<file path="src/rtl/merge_tree_drain_pkg.sv">
// Shared definitions for the merge-tree drain: key/line geometry, sentinel and FSM encodings.
package merge_tree_drain_pkg;

    localparam int unsigned W      = 32;
    localparam int unsigned LANES  = 8;
    localparam int unsigned CNT_W  = 16;
    localparam int unsigned IDX_W  = $clog2(LANES);
    localparam int unsigned LINE_W = W * LANES;

    localparam logic [W-1:0] SENTINEL = 32'hFFFF_FFFF;

    localparam logic [0:0] FILL = 1'b0;
    localparam logic [0:0] HOLD = 1'b1;

    typedef logic [W-1:0]      key_t;
    typedef logic [LINE_W-1:0] line_t;

    typedef struct packed {
        line_t            data;
        logic [LANES-1:0] keep;
        logic             last;
    } line_beat_t;

    // Run-length increment that sticks at all-ones instead of wrapping.
    function automatic logic [CNT_W-1:0] sat_inc(input logic [CNT_W-1:0] c);
        return (c == '1) ? c : c + CNT_W'(1);
    endfunction

endpackage

</file>
<file path="src/rtl/merge_tree_drain_if.sv">
// Root-FIFO pop port plus packed-line valid/ready port of the merge-tree drain.
interface merge_tree_drain_if;
    import merge_tree_drain_pkg::*;

    key_t             tree_dout;
    logic             tree_empty;
    logic             tree_deq;
    line_t            out_data;
    logic [LANES-1:0] out_keep;
    logic             out_valid;
    logic             out_ready;
    logic             out_last;

    modport master (
        input  tree_dout, tree_empty, out_ready,
        output tree_deq, out_data, out_keep, out_valid, out_last
    );

    modport slave (
        output tree_dout, tree_empty, out_ready,
        input  tree_deq, out_data, out_keep, out_valid, out_last
    );

endinterface

</file>
<file path="src/rtl/merge_tree_drain.sv">
// Drains sorted keys from the merge-tree root FIFO, packs them MSB-first into lines,
// tracks run length at the end-of-run sentinel and flags out-of-order keys.
module merge_tree_drain
    import merge_tree_drain_pkg::*;
(
    input  logic               clk,
    input  logic               rst,
    merge_tree_drain_if.master bus,
    output logic [CNT_W-1:0]   run_len,
    output logic               run_done,
    output logic               order_err
);

    logic [0:0]       state;
    logic [0:0]       state_nxt;
    logic             pop;
    logic             pop_key;
    logic             pop_sent;
    logic             accept;
    logic [IDX_W-1:0] idx;
    logic [CNT_W-1:0] count;
    key_t             prev;
    logic             have_prev;
    line_beat_t       beat;
    logic [LANES-1:0] lane_we;
    logic [LANES-1:0] lane_fill;

    always_ff @(posedge clk) begin
        if (rst) state <= FILL;
        else     state <= state_nxt;
    end

    // Pop only while filling; a line closes on the last lane or on the sentinel.
    always_comb begin
        state_nxt = state;
        pop       = 1'b0;
        accept    = 1'b0;
        case (state)
            FILL: begin
                pop = !bus.tree_empty && !rst;
                if (pop && (bus.tree_dout == SENTINEL || idx == IDX_W'(LANES - 1)))
                    state_nxt = HOLD;
            end
            HOLD: begin
                accept = bus.out_ready;
                if (accept) state_nxt = FILL;
            end
            default: state_nxt = FILL;
        endcase
    end

    assign pop_key  = pop && (bus.tree_dout != SENTINEL);
    assign pop_sent = pop && (bus.tree_dout == SENTINEL);

    // Lane i takes the key when it is the current slot, or sentinel padding from idx upward.
    always_comb begin
        lane_we   = '0;
        lane_fill = '0;
        for (int unsigned i = 0; i < LANES; i++) begin
            lane_we[i]   = pop_key && (idx == IDX_W'(i));
            lane_fill[i] = pop_sent && (IDX_W'(i) >= idx);
        end
    end

    always_ff @(posedge clk) begin
        if (rst) begin
            beat      <= '0;
            idx       <= '0;
            count     <= '0;
            prev      <= '0;
            have_prev <= 1'b0;
            run_len   <= '0;
            run_done  <= 1'b0;
            order_err <= 1'b0;
        end else begin
            run_done <= accept && beat.last;

            for (int unsigned i = 0; i < LANES; i++) begin
                if (lane_we[i]) begin
                    beat.data[W*(LANES-i)-1 -: W] <= bus.tree_dout;
                    beat.keep[LANES-1-i]          <= 1'b1;
                end else if (lane_fill[i]) begin
                    beat.data[W*(LANES-i)-1 -: W] <= SENTINEL;
                    beat.keep[LANES-1-i]          <= 1'b0;
                end
            end

            if (pop_key) begin
                idx       <= idx + IDX_W'(1);
                count     <= sat_inc(count);
                prev      <= bus.tree_dout;
                have_prev <= 1'b1;
                if (have_prev && (bus.tree_dout < prev)) order_err <= 1'b1;
            end

            if (pop_sent) beat.last <= 1'b1;

            if (accept) begin
                idx       <= '0;
                beat.keep <= '0;
                beat.last <= 1'b0;
                if (beat.last) begin
                    run_len   <= count;
                    count     <= '0;
                    have_prev <= 1'b0;
                end
            end
        end
    end

    assign bus.tree_deq  = pop;
    assign bus.out_valid = (state == HOLD);
    assign bus.out_data  = beat.data;
    assign bus.out_keep  = beat.keep;
    assign bus.out_last  = beat.last;

endmodule
</file>
<file path="src/flat_wrapper.sv">
// flat-port wrapper written by rule: the top's interface ports become plain ports
module merge_tree_drain_flat import merge_tree_drain_pkg::*;
  (clk, rst, run_len, run_done, order_err, bus_tree_dout, bus_tree_empty, bus_out_ready, bus_tree_deq, bus_out_data, bus_out_keep, bus_out_valid, bus_out_last);
  merge_tree_drain_if bus_i ();
  input  logic clk;
  input  logic rst;
  output logic [CNT_W-1:0] run_len;
  output logic run_done;
  output logic order_err;
  input wire logic [$bits(bus_i.tree_dout)-1:0] bus_tree_dout;
  input wire logic [$bits(bus_i.tree_empty)-1:0] bus_tree_empty;
  input wire logic [$bits(bus_i.out_ready)-1:0] bus_out_ready;
  output wire logic [$bits(bus_i.tree_deq)-1:0] bus_tree_deq;
  output wire logic [$bits(bus_i.out_data)-1:0] bus_out_data;
  output wire logic [$bits(bus_i.out_keep)-1:0] bus_out_keep;
  output wire logic [$bits(bus_i.out_valid)-1:0] bus_out_valid;
  output wire logic [$bits(bus_i.out_last)-1:0] bus_out_last;
  assign bus_i.tree_dout = bus_tree_dout;
  assign bus_i.tree_empty = bus_tree_empty;
  assign bus_i.out_ready = bus_out_ready;
  assign bus_tree_deq = bus_i.tree_deq;
  assign bus_out_data = bus_i.out_data;
  assign bus_out_keep = bus_i.out_keep;
  assign bus_out_valid = bus_i.out_valid;
  assign bus_out_last = bus_i.out_last;
  merge_tree_drain u_core (.clk(clk), .rst(rst), .bus(bus_i), .run_len(run_len), .run_done(run_done), .order_err(order_err));
endmodule
</file>
<file path="config.mk">
export PLATFORM = sky130hd
export DESIGN_NAME = merge_tree_drain_flat
export DESIGN_NICKNAME = d
export VERILOG_FILES = /design/src/rtl/merge_tree_drain_pkg.sv /design/src/rtl/merge_tree_drain_if.sv /design/src/rtl/merge_tree_drain.sv /design/src/flat_wrapper.sv
export SDC_FILE = /design/constraint.sdc
export NUM_CORES = 1
export LEC_CHECK = 0
export CAP_MARGIN = 20
export CORE_AREA = 5 5 168 170
export CTS_CLUSTER_SIZE = 25
export DETAILED_ROUTE_END_ITERATION = 10
export DIE_AREA = 0 0 173 175
export PLACE_DENSITY = 0.79
export SETUP_SLACK_MARGIN = 0.3
export SYNTH_ARGS = -nofsm -noshare
export SYNTH_HDL_FRONTEND = slang
export SYNTH_SLANG_ARGS = --single-unit
export TNS_END_PERCENT = 1
</file>
<file path="constraint.sdc">
create_clock -name clk -period 2.8 [get_ports clk]
set_input_delay 0.84 -clock clk [delete_from_list [all_inputs] [get_ports clk]]
set_output_delay 0.84 -clock clk [all_outputs]
set_load 0.02 [all_outputs]
</file>
==> flow_metrics.py, run 1 <==
metrics = {
    "route": {
        "drc_errors": 0,
        "first_iter_violations": 860,
        "ant_nets": 0,
        "wl_per_cell_um": 22.1,
        "firstDrtPassIters": 6,
        "vias_per_cell": 5.78,
        "wirelength_um": 42400,
        "via_count": 11078,
    },
    "cts": {
        "cts_hold_buf": 0,
        "path_clk_slew_ps": 60,
        "htreeDepth": 2,
        "root_buffer": "clkbuf_16",
        "cts_buffers": 36,
        "cts_tree": "yes",
        "cts_max_path_buffers": 3,
        "clock_sinks": 336,
        "clock_latency_ps": 520,
    },
    "min_path": {
        "hold_start": "u_core.bus.out_data[12]",
        "min_to": "u_core.bus.out_data[12]",
        "hold_class": "flip-flop to flip-flop",
        "holdPathStages": 2,
    },
    "synth": {
        "seq_area_frac_synth": 0.526,
        "synth_edf_count": 0,
        "yosys_most_used_dff": "dfxtp_1",
        "yosys_warnings": 0,
        "synth_cells": 1217,
        "synth_top_area_frac": 0.526,
        "ys_top_cells_by_area": "dfxtp_1 53%, o221a_1 11%, o22a_1 6.6%",
        "yosys.cell_types.count": 61,
        "ys_seq_elements": 336,
        "synthTopCellsByCount": "336 x dfxtp_1, 120 x o221a_1, 96 x nand2_1, 96 x o22a_1, 71 x inv_1",
        "syn-num-nets": 1289,
        "synth.most_common_cell": "dfxtp_1",
        "synthArstFlopShare": 0,
        "yosysTopAreaCell": "dfxtp_1",
        "syn_avg_cell_area_um2": 10.5,
        "synth_area_um2": 12800,
    },
    "worst_setup_path": {
        "cp-start-kind": "flip-flop",
        "rrSetupSlack_ps": 550,
        "critical_path.max_fanout": 6,
        "rr_worst_depth": 7,
        "r2r-start": "u_core.idx[0]",
        "cp_data_required_time_ps": 1960,
        "worstSetupPathType": "flip-flop to output port",
        "crit_path_end_kind": "output port",
        "critPathArrivalTime_ps": 1630,
        "r2r-end": "u_core.bus.out_data[106]",
    },
    "cells_and_area": {
        "seqCellArea_um2": 6730,
        "syn_to_final_growth_pct": 42.6,
        "multi_input_area_um2": 5350,
        "n_fill_cell": 2027,
        "drive_gt1_frac": 0.134,
        "fin_nets": 1621,
    },
    "floorplanning": {
        "die_width_um": 173,
        "pin_count": 321,
        "die_area_um2": 30300,
        "num_rows": 60,
        "die_y_um": 175,
        "start_util": 0.482,
        "coreArea_um2": 26600,
    },
    "sta": {
        "rsz0062_at_grt": "true",
        "finalSetupViolations": 0,
        "clock_skew_ps": 25.1,
        "period_needed_ps": 2470,
        "finalHoldViolCount": 0,
        "slew_headroom": 0.438,
        "finalCritPeriodShare": 0.883,
        "max_freq_ghz": 0.404,
        "finalSetupTns_ps": 0,
        "tightestPinTransition_ps": 842,
        "whs_ps": 453,
        "slew_violations": 0,
    },
    "grt": {
        "grt_pass1_vias": 10964,
        "grtUsageTotal": 0.259,
        "grt_overflow_total": 0,
        "grt_pass1_wl_um": 63400,
        "grt_max_degree": 90,
        "grt_antenna_before_repair": 1,
    },
    "power_and_ir_drop": {
        "p_total_uw": 10500,
        "p_per_area_nw_per_um2": 575,
        "vdd_drop_max_uv": 549,
        "leakage_uw": 0.00716,
    },
    "place": {
        "globalplace.congestion": 0.904,
        "io_buffers": 320,
        "dp_hpwl_um": 28900,
    },
    "run_status": {
        "outcome": "finished clean",
    },
    "flow_run": {
        "maxCapViolCount": 0,
    },
}
## cell type report
cell class / count / area share
multi-input combinational: 680 / 0.293
tap: 341 / 0.0234
timing repair buffer: 422 / 0.239
antenna: 1 / 0.000137
clock inverter: 14 / 0.00720
sequential: 336 / 0.368
inverter: 73 / 0.0154
clock buffer: 48 / 0.0540
## where the power goes
group,total [µW],internal [µW],switching [µW]
clock,4530,2590,1940
combinational,1010,431,577
sequential,4960,4890,68.2
total,10500,7910,2580
## worst max-delay path by stage
stage | startpoint | depth (start not counted) | to
after floorplan | bus_tree_dout[29] | 8 | u_core.bus.out_data[115]
after detailed placement | bus_tree_empty | 4 | bus_tree_deq
after global placement | bus_tree_empty | 4 | bus_tree_deq
after global routing | bus_tree_empty | 10 | u_core.count[9]
final | u_core.bus.out_valid | 2 | bus_out_valid
after CTS | bus_tree_dout[14] | 8 | u_core.prev[8]
## kinds of logic (layout without fill, tap and decap cells)
family	after synthesis	count (layout)	synth area share
AO/OA/AOI/OAI	418	418	0.283
flip-flops	336	336	0.526
AND/OR/NAND/NOR	221	221	0.0821
buffers and inverters	201	557	0.0702
adder cells (fa/ha/maj)	36	36	0.0352
multiplexers	4	4	0.00313
XOR/XNOR	1	1	0.000685
other	0	1	0
## per-layer routing
| metal | global-route usage | vias to the layer above | part of all wire |
|---|---|---|---|
| met5 | 0 | - | 0 |
| met4 | 0.0898 | 0 | 0.032 |
| met3 | 0.0920 | 79 | 0.094 |
| met2 | 0.410 | 421 | 0.46 |
| met1 | 0.330 | 5407 | 0.41 |
| li1 | - | 5171 | - |
## what timing repair did
action	CTS	global route
cloned	0	6
setup endpoints to repair	213	306
pin swaps	2	19
buffers inserted	2	4
resized for setup	13	42
hold endpoints to repair	0	0
## sequential cells by signal, summed over array words and instances, names as in the netlist, 3 cells and up
name                 cells
u_core.count            16
u_core.run_len          16
u_core.prev             32
u_core.idx               3
u_core.bus.out_data    256
u_core.bus.out_keep      8
## per-stage QoR
step / worst slack (ps) / util / cells / instance area (µm²)
floorplan: 296 / - / 1217 / 12800
global placement: -372 / 0.630 / 1839 / 16800
detailed placement: -382 / 0.630 / 1839 / 16800
CTS: 202 / 0.674 / 1903 / 17900
global route: 280 / 0.687 / 1915 / 18300
finish: 326 / 0.687 / 1915 / 18300
## worst max-delay path: stages (launching register included)
cell             delay [ps]
dfxtp_1                 360
buf_4                   160
clkdlybuf4s50_1         610
## cell usage in the layout, fill, tap and decap left out, drive strengths merged, types with 36 or more instances in the layout
cell,netlist,routed
a21oi,67,67
buf,64,99
clkbuf,64,53
clkdlybuf4s50,0,289
dfxtp,336,336
ha,36,36
inv,72,75
nand2,98,98
nor2,53,53
o221a,128,128
o22a,96,96
(Power assumes the default switching activity.)
==> inputs of run 2 (changes only) <==
--- a/config.mk
+++ b/config.mk
@@ -5,7 +5,6 @@
 export SDC_FILE = /design/constraint.sdc
 export NUM_CORES = 1
 export LEC_CHECK = 0
-export CAP_MARGIN = 20
 export CORE_AREA = 5 5 168 170
 export CTS_CLUSTER_SIZE = 25
 export DETAILED_ROUTE_END_ITERATION = 10
==> flow_metrics.py, run 2 (same netlist as run 1, synthesis figures left out) <==
metrics = {
    "run_status": {
        "outcome": "finished clean",
    },
    "place": {
        "io_buffers": 320,
        "dp_hpwl_um": 28900,
        "dp_worst_setup_slack_ps": -382,
        "globalplace.congestion": 0.904,
        "place_area_um2": 16800,
    },
    "sta": {
        "clock_skew_ps": 23.0,
        "max_freq_ghz": 0.404,
        "slew_violations": 0,
        "tightestPinTransition_ps": 1100,
        "rsz0062_at_grt": "true",
        "fin_ws_ps": 326,
        "slew_headroom": 0.265,
        "finalSetupViolations": 0,
        "finalCritPeriodShare": 0.884,
        "period_needed_ps": 2470,
        "finalHoldViolCount": 0,
    },
    "floorplanning": {
        "pin_count": 321,
        "num_rows": 60,
        "die_area_um2": 30300,
        "die_y_um": 175,
        "die_width_um": 173,
        "start_util": 0.482,
        "coreArea_um2": 26600,
    },
    "worst_setup_path": {
        "worstSetupPathType": "flip-flop to output port",
        "slowest_stage": "clkdlybuf4s50_1",
        "worstPathCellList": "buf_4 > clkdlybuf4s50_1",
        "crit_path_end_kind": "output port",
        "cp-start-kind": "flip-flop",
        "critPathArrivalTime_ps": 1630,
        "critical_path.max_fanout": 6,
        "cp_data_required_time_ps": 1960,
        "max_stage_delay_ps": 610,
    },
    "route": {
        "first_iter_violations": 892,
        "wirelength_um": 42500,
        "firstDrtPassIters": 5,
        "wl_per_cell_um": 22.2,
        "drc_errors": 0,
        "ant_nets": 0,
        "vias_per_cell": 5.79,
        "via_count": 11087,
    },
    "power_and_ir_drop": {
        "p_per_area_nw_per_um2": 575,
        "vdd_drop_max_uv": 547,
        "p_total_uw": 10500,
        "leakage_uw": 0.00715,
    },
    "grt": {
        "grt_pass1_vias": 10964,
        "grtUsageTotal": 0.259,
        "grt_antenna_before_repair": 1,
        "grt_pass1_wl_um": 63400,
        "grt_max_degree": 90,
        "grt_overflow_total": 0,
    },
    "cells_and_area": {
        "fin_nets": 1620,
        "final_common_cell": "dfxtp_1",
        "final_cell_mix": "336 x dfxtp_1, 289 x clkdlybuf4s50_1, 120 x o221a_1, 96 x nand2_1, 96 x o22a_1",
        "final_area_um2": 18200,
        "final_util": 0.686,
        "syn_to_final_growth_pct": 42.5,
        "drive_gt1_frac": 0.134,
        "largest_reg_flops": 256,
        "multi_input_area_um2": 5350,
        "n_fill_cell": 2030,
        "seqCellArea_um2": 6730,
    },
    "cts": {
        "clock_latency_ps": 520,
        "root_buffer": "clkbuf_16",
        "cts_max_path_buffers": 3,
        "htreeDepth": 2,
        "clock_sinks": 336,
        "cts_buffers": 36,
        "path_clk_slew_ps": 60,
        "cts_tree": "yes",
    },
    "min_path": {
        "hold_class": "flip-flop to flip-flop",
    },
    "flow_run": {
        "maxCapViolCount": 0,
    },
}
==> run 2: layer usage <==
layer  routed length, µm  share of wire  vias to the layer above  track usage
met5                   0              0                        -            0
met4                1380          0.032                        0       0.0898
met2               19600           0.46                      423        0.410
li1                    -              -                     5176            -
met1               17600           0.41                     5407        0.330
met3                3940          0.093                       81       0.0920
==> run 2: worst max-delay path, delay by kind of cell, from the launching register on <==
kind,cells,cell delay [ps]
buffers and inverters,2,770
DFF,1,360
==> run 2: report_power, final <==
group	internal (µW)	switching, µW	total (µW)
Clock	2590	1940	4530
Sequential	4890	68.6	4960
Combinational	431	578	1010
==> run 2: final cells by class <==
cell class                      instances  share of cell area
Antenna cell                            1            0.000137
Sequential cell                       336               0.369
Tap cell                              341              0.0234
Clock buffer                           48              0.0541
Inverter                               73              0.0154
Timing Repair Buffer                  421               0.238
Multi-Input combinational cell        680               0.293
Clock inverter                         14             0.00720
==> run 2: path summary, 6_finish.rpt <==
kind / start / endpoint / slack (ps) / depth (start not counted)
worst max-delay path: u_core.bus.out_valid / bus_out_valid / 330 / 2
worst min-delay path: u_core.bus.out_data[12] / u_core.bus.out_data[12] / 450 / 2
worst max register to register: u_core.idx[0] / u_core.bus.out_data[106] / 540 / 7
worst min register to register: u_core.bus.out_data[12] / u_core.bus.out_data[12] / 450 / 2
==> run 2: per-stage QoR <==
step / TNS (ps) / hold slack (ps) / cells
floorplan: 0 / 436 / 1217
global placement: -74800 / 439 / 1839
detailed placement: -76850 / 445 / 1839
CTS: 0 / 454 / 1903
global route: 0 / 473 / 1914
finish: 0 / 454 / 1914
==> run 2: repair_timing <==
item | 4_1_cts | 5_1_grt
buffers inserted | 2 | 4
cloned | 0 | 6
endpoints found under the setup margin | 213 | 306
hold buffers | 0 | 0
pin swaps | 2 | 19
gates resized for setup | 13 | 42
==> inputs of run 3 (changes only) <==
--- a/config.mk
+++ b/config.mk
@@ -5,6 +5,7 @@
 export SDC_FILE = /design/constraint.sdc
 export NUM_CORES = 1
 export LEC_CHECK = 0
+export CAP_MARGIN = 10
 export CORE_AREA = 5 5 168 170
 export CTS_CLUSTER_SIZE = 25
 export DETAILED_ROUTE_END_ITERATION = 10
==> constraint.sdc (replaced) <==
create_clock -name clk -period 2.3 [get_ports clk]
set_input_delay 0.69 -clock clk [delete_from_list [all_inputs] [get_ports clk]]
set_output_delay 0.69 -clock clk [all_outputs]
set_load 0.02 [all_outputs]
==> flow_metrics.py, run 3 (same netlist as run 1, synthesis figures left out) <==
metrics = {
    "floorplanning": {
        "pin_count": 321,
        "start_util": 0.482,
        "die_y_um": 175,
        "coreArea_um2": 26600,
        "die_width_um": 173,
        "num_rows": 60,
        "die_area_um2": 30300,
    },
    "worst_setup_path": {
        "worstPathCellList": "buf_2 > nand4_1 > or4_4 > buf_6 > o211ai_4 > buf_4 > buf_6 > nor2_1 > a211oi_1",
        "rrSetupSlack_ps": 280,
        "slowest_stage": "or4_4",
        "crit_buf_inv": 4,
        "crit_path_end_kind": "flip-flop",
        "max_stage_delay_ps": 510,
        "critical_path.max_fanout": 8,
        "cp_data_required_time_ps": 2710,
        "cp_top_family": "simple AND/OR/NAND/NOR gates",
        "crit_top_cell": "buf_6",
        "worstSetupPathType": "primary input to flip-flop",
        "cp-start-kind": "primary input",
        "critPathArrivalTime_ps": 2540,
    },
    "sta": {
        "finalSetupViolations": 0,
        "finalHoldViolCount": 0,
        "rsz0062_at_grt": "true",
        "slew_headroom": 0.412,
        "tightestPinTransition_ps": 882,
        "period_needed_ps": 2130,
        "clock_skew_ps": 22.9,
        "max_freq_ghz": 0.470,
        "slew_violations": 0,
        "whs_ps": 452,
        "finalCritPeriodShare": 0.925,
        "finalSetupTns_ps": 0,
    },
    "route": {
        "wirelength_um": 45900,
        "via_count": 11494,
        "first_iter_violations": 1032,
        "wl_per_cell_um": 23.6,
        "vias_per_cell": 5.91,
        "met3_length_um": 4450,
        "wl_met1_um": 18400,
        "ant_nets": 0,
        "drc_errors": 0,
        "routed.top_layer": "met4",
        "firstDrtPassIters": 5,
        "met2_wirelength_um": 21000,
    },
    "grt": {
        "grt_pass1_wl_um": 67400,
        "grt_pass1_vias": 11422,
        "grtUsageTotal": 0.277,
        "grt_antenna_before_repair": 1,
        "grt_max_degree": 73,
        "grt_overflow_total": 0,
    },
    "place": {
        "dp_hpwl_um": 29800,
        "io_buffers": 320,
        "dp_cells": 1851,
        "globalplace.congestion": 0.876,
    },
    "cts": {
        "clock_latency_ps": 520,
        "cts_hold_buf": 0,
        "htreeDepth": 2,
        "clock_sinks": 336,
        "cts_buffers": 35,
        "path_clk_slew_ps": 60,
        "root_buffer": "clkbuf_16",
        "cts_tree": "yes",
        "cts_max_path_buffers": 3,
    },
    "power_and_ir_drop": {
        "leakage_uw": 0.00861,
        "p_total_uw": 13000,
        "p_per_area_nw_per_um2": 706,
        "vdd_drop_max_uv": 684,
    },
    "cells_and_area": {
        "final_common_cell": "dfxtp_1",
        "final_cell_mix": "336 x dfxtp_1, 283 x dlygate4sd2_1, 120 x o221a_1, 96 x o22a_1, 83 x nand2_1",
        "fin_nets": 1650,
        "instances_no_fill": 1944,
        "drive_gt1_frac": 0.185,
        "largest_reg_flops": 256,
        "syn_to_final_growth_pct": 44.4,
    },
    "run_status": {
        "outcome": "finished clean",
    },
    "min_path": {
        "hold_class": "flip-flop to flip-flop",
    },
    "flow_run": {
        "maxCapViolCount": 0,
    },
}
-- run 3: changes by cell type in the layout (fill, tap and decap cells not counted), moves of 8 or more --
cell | previous run | this run
nand2_2 | 2 | 14
buf_12 | 18 | 26
buf_6 | 7 | 27
dlygate4sd2_1 | 2 | 283
nand2_1 | 96 | 83
clkdlybuf4s50_1 | 289 | 1
buf_4 | 73 | 82
dlymetal6s2s_1 | 27 | 0
buf_2 | 1 | 18
-- run 3: worst paths after layout --
kind                                             start                       end  cells past startpoint
worst max-delay path                  bus_tree_dout[5]   u_core.bus.out_data[15]                      9
worst min-delay path            u_core.bus.out_data[0]    u_core.bus.out_data[0]                      2
worst max register to register    u_core.bus.out_valid  u_core.bus.out_data[204]                      6
worst min register to register  u_core.bus.out_data[0]    u_core.bus.out_data[0]                      2
-- run 3: metal layers --
layer	GRT usage	vias to the layer above
li1	-	5237
met1	0.345	5607
met2	0.445	520
met3	0.0980	130
met4	0.101	0
met5	0	-
-- run 3: final cells by class --
type | count | area, µm²
Sequential cell | 336 | 6730
Inverter | 73 | 289
Clock inverter | 10 | 165
Tap cell | 341 | 427
Fill cell | 2030 | 8100
Timing Repair Buffer | 452 | 4380
Antenna cell | 1 | 2.50
Multi-Input combinational cell | 680 | 5480
Clock buffer | 51 | 1010
-- run 3: where the power goes --
group,switching [µW],internal [µW]
Sequential,77.5,5950
Clock,2290,3500
Combinational,737,491
-- run 3: per-stage QoR --
step	cell area [µm²]	util	setup slack, ps
after detailed placement	16900	0.637	-775
final	18500	0.695	172
after floorplan	12900	-	-5.17
after global routing	18500	0.695	126
after CTS	18100	0.681	188
after global placement	16900	0.637	-710
-- run 3: worst min-delay path: stages, from the launching register on --
cell and delay, ps:
dfxtp_1 300, inv_1 50, a211oi_1 50
-- run 3: timing repair --
| item | CTS | global route |
|---|---|---|
| pin swaps | 79 | 25 |
| gates cloned | 5 | 8 |
| hold endpoints to repair | 0 | 0 |
| buffers inserted | 10 | 8 |
| gates resized for setup | 484 | 24 |
| setup endpoints to repair | 604 | 304 |
==> edit 1: new RTL, config.mk and constraints of run 1 <==
Put one more register stage on the output `order_err`, cleared by the reset. The value now appears one clock later. The other outputs are not delayed to match.
--- a/src/rtl/merge_tree_drain.sv
+++ b/src/rtl/merge_tree_drain.sv
@@ -10,6 +10,8 @@
     output logic               run_done,
     output logic               order_err
 );
+
+    logic order_err_s0;
 
     logic [0:0]       state;
     logic [0:0]       state_nxt;
@@ -71,7 +73,7 @@
             have_prev <= 1'b0;
             run_len   <= '0;
             run_done  <= 1'b0;
-            order_err <= 1'b0;
+            order_err_s0 <= 1'b0;
         end else begin
             run_done <= accept && beat.last;
 
@@ -90,7 +92,7 @@
                 count     <= sat_inc(count);
                 prev      <= bus.tree_dout;
                 have_prev <= 1'b1;
-                if (have_prev && (bus.tree_dout < prev)) order_err <= 1'b1;
+                if (have_prev && (bus.tree_dout < prev)) order_err_s0 <= 1'b1;
             end
 
             if (pop_sent) beat.last <= 1'b1;
@@ -114,4 +116,12 @@
     assign bus.out_keep  = beat.keep;
     assign bus.out_last  = beat.last;
 
+    always_ff @(posedge clk) begin
+        if (rst) begin
+            order_err <= '0;
+        end else begin
+            order_err <= order_err_s0;
+        end
+    end
+
 endmodule
Function: changed (Yosys sat finds a counterexample within 4 cycles, from zero or initial values and one cycle with rst high).
==> edit 1 against run 1 <==
  * Sequential cell count up 1
  * Worst setup slack lost 0.11 ns
  * Synthesized cell count is 8.0% higher
  * Final area rose by 5.7%
  * Wire length up 13%
  * Area after synthesis is 1.3% higher
  * Total power is 4.7% higher
  * Critical path depth increased by 8
  * Critical path type is now primary input to flip-flop
  * Largest cell class unchanged
==> edit 1: results (changes against run 1) <==
first_global_vias: 12500  # +14%
outcome: "complete, no violations"
synth_seq_area_share: 0.521  # -0.00505
layout-drive-gt1-share: 0.204  # +0.0702
leakage_nw: 7.73  # +7.9%
cts_resized: 50  # +37
placed_area_sq_um: 17500  # +4.3%
diodes: 0  # -1
antenna_found_initial: 0  # -1
gp_congestion: 0.892  # -1.3%
avgSynthCellArea_sq_um: 9.86  # -6.2%
hold_ws_ns: 0.452  # -0.00133 ns
grt_max_degree: 81  # -10%
ff2ff_setup_slack_ns: 0.32  # -0.23 ns
path_max_fanout: 12  # +6
drt_iter0_markers: 927  # +7.8%
wire_per_inst_um: 22.7  # +2.5%
place_hpwl_um: 31100  # +7.7%
cts_setup_buffers: 14  # +12
n_fill_cell: 1853  # -8.6%
finalWirelength_um: 47700  # +13%
fmax_mhz: 388  # -4.1%
grt_first_pass_wirelength_um: 72300  # +14%
crit_path_max_incr_delay_ns: 0.41  # -0.20 ns
nNetsFinal: 1806  # +11%
path_clk_slew_ns: 0.06  # about the same
syn-num-nets: 1386  # +7.5%
num_vias: 12300  # +11%
powerDensity_nw_per_um2: 569  # -0.98%
track_usage: 0.298  # +0.0388
worstMarginPinSlew_ns: 0.934  # +0.0916 ns
yosysUniqueCellTypes: 59  # -3.3%
synthTopCellsByCount: "dfxtp_1, inv_1, nand2_1, o22a_1, a21oi_1"
cp_slowest_cell: "nor4_4"
ir_worst_vdd_mv: 0.722  # +32%
first_pass_iters: 5  # -1
dp_slack_ns: -0.446  # -0.0644 ns
dpl.cell_count: 2010  # +9.3%
edit 1: worst min-delay path: stages, from the launching register on:
cell	delay, ns
dfxtp_1	0.31
inv_1	0.05
a211oi_1	0.05
edit 1: kinds of logic (layout without fill, tap and decap cells):
kind of cell             count (synthesis)  count (layout)  synth area share
AO/OA/AOI/OAI                          420             420             0.272
flip-flops                             337             337             0.521
buffers and inverters                  264             712            0.0800
AND/OR/NAND/NOR                        252             252            0.0884
adder cells (fa/ha/maj)                 36              36            0.0348
multiplexers                             5               5           0.00386
edit 1: area by class of cell:
type	count	share of cell area
Sequential cell	337	0.350
Inverter	166	0.0324
Clock buffer	52	0.0541
Clock inverter	14	0.0113
Timing Repair Buffer	480	0.250
Multi-Input combinational cell	713	0.281
Tap cell	341	0.0221
edit 1: final timing paths:
kind | cells past startpoint | endpoint | start
max | 10 | u_core.bus.out_data[173] | bus_tree_dout[0]
min | 2 | u_core.bus.out_data[139] | u_core.bus.out_data[139]
min reg2reg | 2 | u_core.bus.out_data[139] | u_core.bus.out_data[139]
max reg2reg | 8 | u_core.bus.out_data[58] | u_core.idx[0]
edit 1: power groups by stage:
stage	Clock [mW]	Combinational (mW)	Sequential [mW]
after floorplan	0	0.353	5.14
after global placement	0	0.945	5.05
after detailed placement	0	0.965	5.06
after CTS	5.06	0.968	4.96
after global routing	5.30	1.07	4.97
final	5.02	1.01	4.96
edit 1: layer usage:
| layer | global-route usage | part of all wire | vias to the layer above |
|---|---|---|---|
| li1 | - | - | 5569 |
| met1 | 0.348 | 0.38 | 5925 |
| met2 | 0.489 | 0.47 | 616 |
| met3 | 0.101 | 0.099 | 182 |
| met4 | 0.151 | 0.056 | 0 |
| met5 | 0 | 0 | - |
==> edit 2: new RTL, flow settings as in run 1 <==
Without the edit above. Change the package constant `HOLD` from 1'b1 to 1'b0.
--- a/src/rtl/merge_tree_drain_pkg.sv
+++ b/src/rtl/merge_tree_drain_pkg.sv
@@ -10,7 +10,7 @@
     localparam logic [W-1:0] SENTINEL = 32'hFFFF_FFFF;
 
     localparam logic [0:0] FILL = 1'b0;
-    localparam logic [0:0] HOLD = 1'b1;
+    localparam logic [0:0] HOLD = 1'b0;
 
     typedef logic [W-1:0]      key_t;
     typedef logic [LINE_W-1:0] line_t;
Function: changed (Yosys sat finds a counterexample within 4 cycles, from zero or initial values and one cycle with rst high).
==> edit 2 against run 1 <==
  * Sequential cell count decreased by 34
  * Highest routed layer unchanged
  * Total power down 8.8%
  * Wire length down 3.8%
  * Via count down 6.2%
  * Combinational power rose by 24%
  * Final area down 7.0%
  * Register-to-register slack lost 0.23 ns
  * Clock skew fell by 0.017 ns
  * First-iteration DRC count rose by 0.58%
  * Count of clock-buffer cells in the layout shrank 5
  * Final cell count down 3.2%
  * Worst setup slack lost 0.085 ns
  * Area after synthesis shrank 7.3%
  * Global-route usage is 0.73 points lower
  * Largest cell class unchanged
==> edit 2: results (changes against run 1) <==
track_usage: 0.252  # -0.00729
outcome: "complete, no violations"
yosysUniqueCellTypes: 48  # -21%
met3_usage: 0.0664  # -0.0255
ir_worst_vdd_mv: 0.523  # -4.6%
clock_latency_ns: 0.56  # +0.04 ns
skew_ns: 0.00857  # -0.0165 ns
placed_area_sq_um: 15700  # -6.2%
nNetsFinal: 1562  # -3.6%
numPortBuffers: 301  # -5.9%
crit_path_max_incr_delay_ns: 0.63  # +0.02 ns
place_hpwl_um: 27400  # -5.1%
grt_first_pass_wirelength_um: 61200  # -3.4%
internal_power_mw: 7.07  # -11%
worstMarginPinSlew_ns: 0.810  # -0.0321 ns
first_pass_iters: 5  # -1
r2r-end: "u_core.bus.out_data[34]"
use_met2: 0.428  # +0.0177
ff2ff_setup_slack_ns: 0.32  # -0.23 ns
n_fill_cell: 2109  # +4.0%
diodes: 0  # -1
finalWirelength_um: 40800  # -3.8%
crit_arrival_ns: 3.01  # +1.38 ns
wire_per_inst_um: 22.0  # -0.57%
grtUsageMet1: 0.304  # -0.0258
drt_iter0_markers: 865  # +0.58%
cp_slowest_cell: "or4_4"
hold_start: "u_core.bus.out_data[146]"
synthTopCellsByArea: "dfxtp_1, o221a_2, o22a_1"
-- edit 2: kinds of logic (layout without fill, tap and decap cells) --
kind of cell             count (synthesis)  count (layout)  synth area share
flip-flops                             302             302             0.510
AND/OR/NAND/NOR                        161             161            0.0605
adder cells (fa/ha/maj)                 35              35            0.0369
multiplexers                            31              31            0.0262
XOR/XNOR                                 1               1          0.000739
other                                    2              18          0.000633
buffers and inverters                  270             613            0.0988
AO/OA/AOI/OAI                          351             351             0.266
-- edit 2: what timing repair did --
action | CTS | global route
gates cloned | 3 | 3
setup buffers | 12 | 5
gates resized for setup | 39 | 13
setup endpoints to repair | 214 | 198
pin swaps | 12 | 9
-- edit 2: how the worst max path moves through the flow --
stage / end / slack [ns] / cells after the start / startpoint
after CTS: u_core.bus.out_data[34] / 0.22 / 8 / bus_tree_dout[27]
after floorplan: u_core.bus.out_data[53] / 0.26 / 7 / bus_tree_dout[2]
after global placement: u_core.bus.out_data[29] / -0.40 / 7 / bus_tree_dout[15]
after global routing: u_core.bus.out_data[105] / 0.19 / 10 / bus_tree_dout[27]
after detailed placement: u_core.bus.out_data[205] / -0.49 / 8 / bus_tree_dout[15]
final: u_core.bus.out_data[34] / 0.24 / 9 / bus_tree_dout[13]
-- edit 2: per-layer routing --
layer | wire length [um] | part of all wire
met5 | 0 | 0
met4 | 1730 | 0.042
met3 | 3260 | 0.080
met2 | 19100 | 0.47
met1 | 16700 | 0.41
-- edit 2: final cells by class --
class                   count  area (sq um)  area share
inverters                 135           508      0.0299
repair buffers            425          4280       0.252
flip-flops and latches    302          6050       0.356
well taps                 341           427      0.0251
clock inverters            10          66.3     0.00391
clock buffers              43           850      0.0501
multi-input cells         597          4800       0.283
-- edit 2: per-stage QoR --
stage / TNS [ns] / power [mW] / hold slack (ns)
floorplan: 0 / 5.31 / 0.418
global placement: -92.41 / 5.84 / 0.431
detailed placement: -103.56 / 5.88 / 0.440
CTS: 0 / 9.62 / 0.453
global route: 0 / 9.91 / 0.464
finish: 0 / 9.57 / 0.450
-- edit 2: critical path: cells and delay by family --
family,cells,cell delay (ns)
simple gates,3,0.98
buf+inv,4,0.83
compound gates,2,0.35
-- edit 2: power by group through the flow --
| stage | registers (mW) | logic, mW | clock network (mW) |
|---|---|---|---|
| after global routing | 4.56 | 1.33 | 4.02 |
| after detailed placement | 4.64 | 1.24 | 0 |
| after CTS | 4.54 | 1.24 | 3.84 |
| after global placement | 4.63 | 1.21 | 0 |
| after floorplan | 4.77 | 0.539 | 0 |
| final | 4.54 | 1.25 | 3.78 |
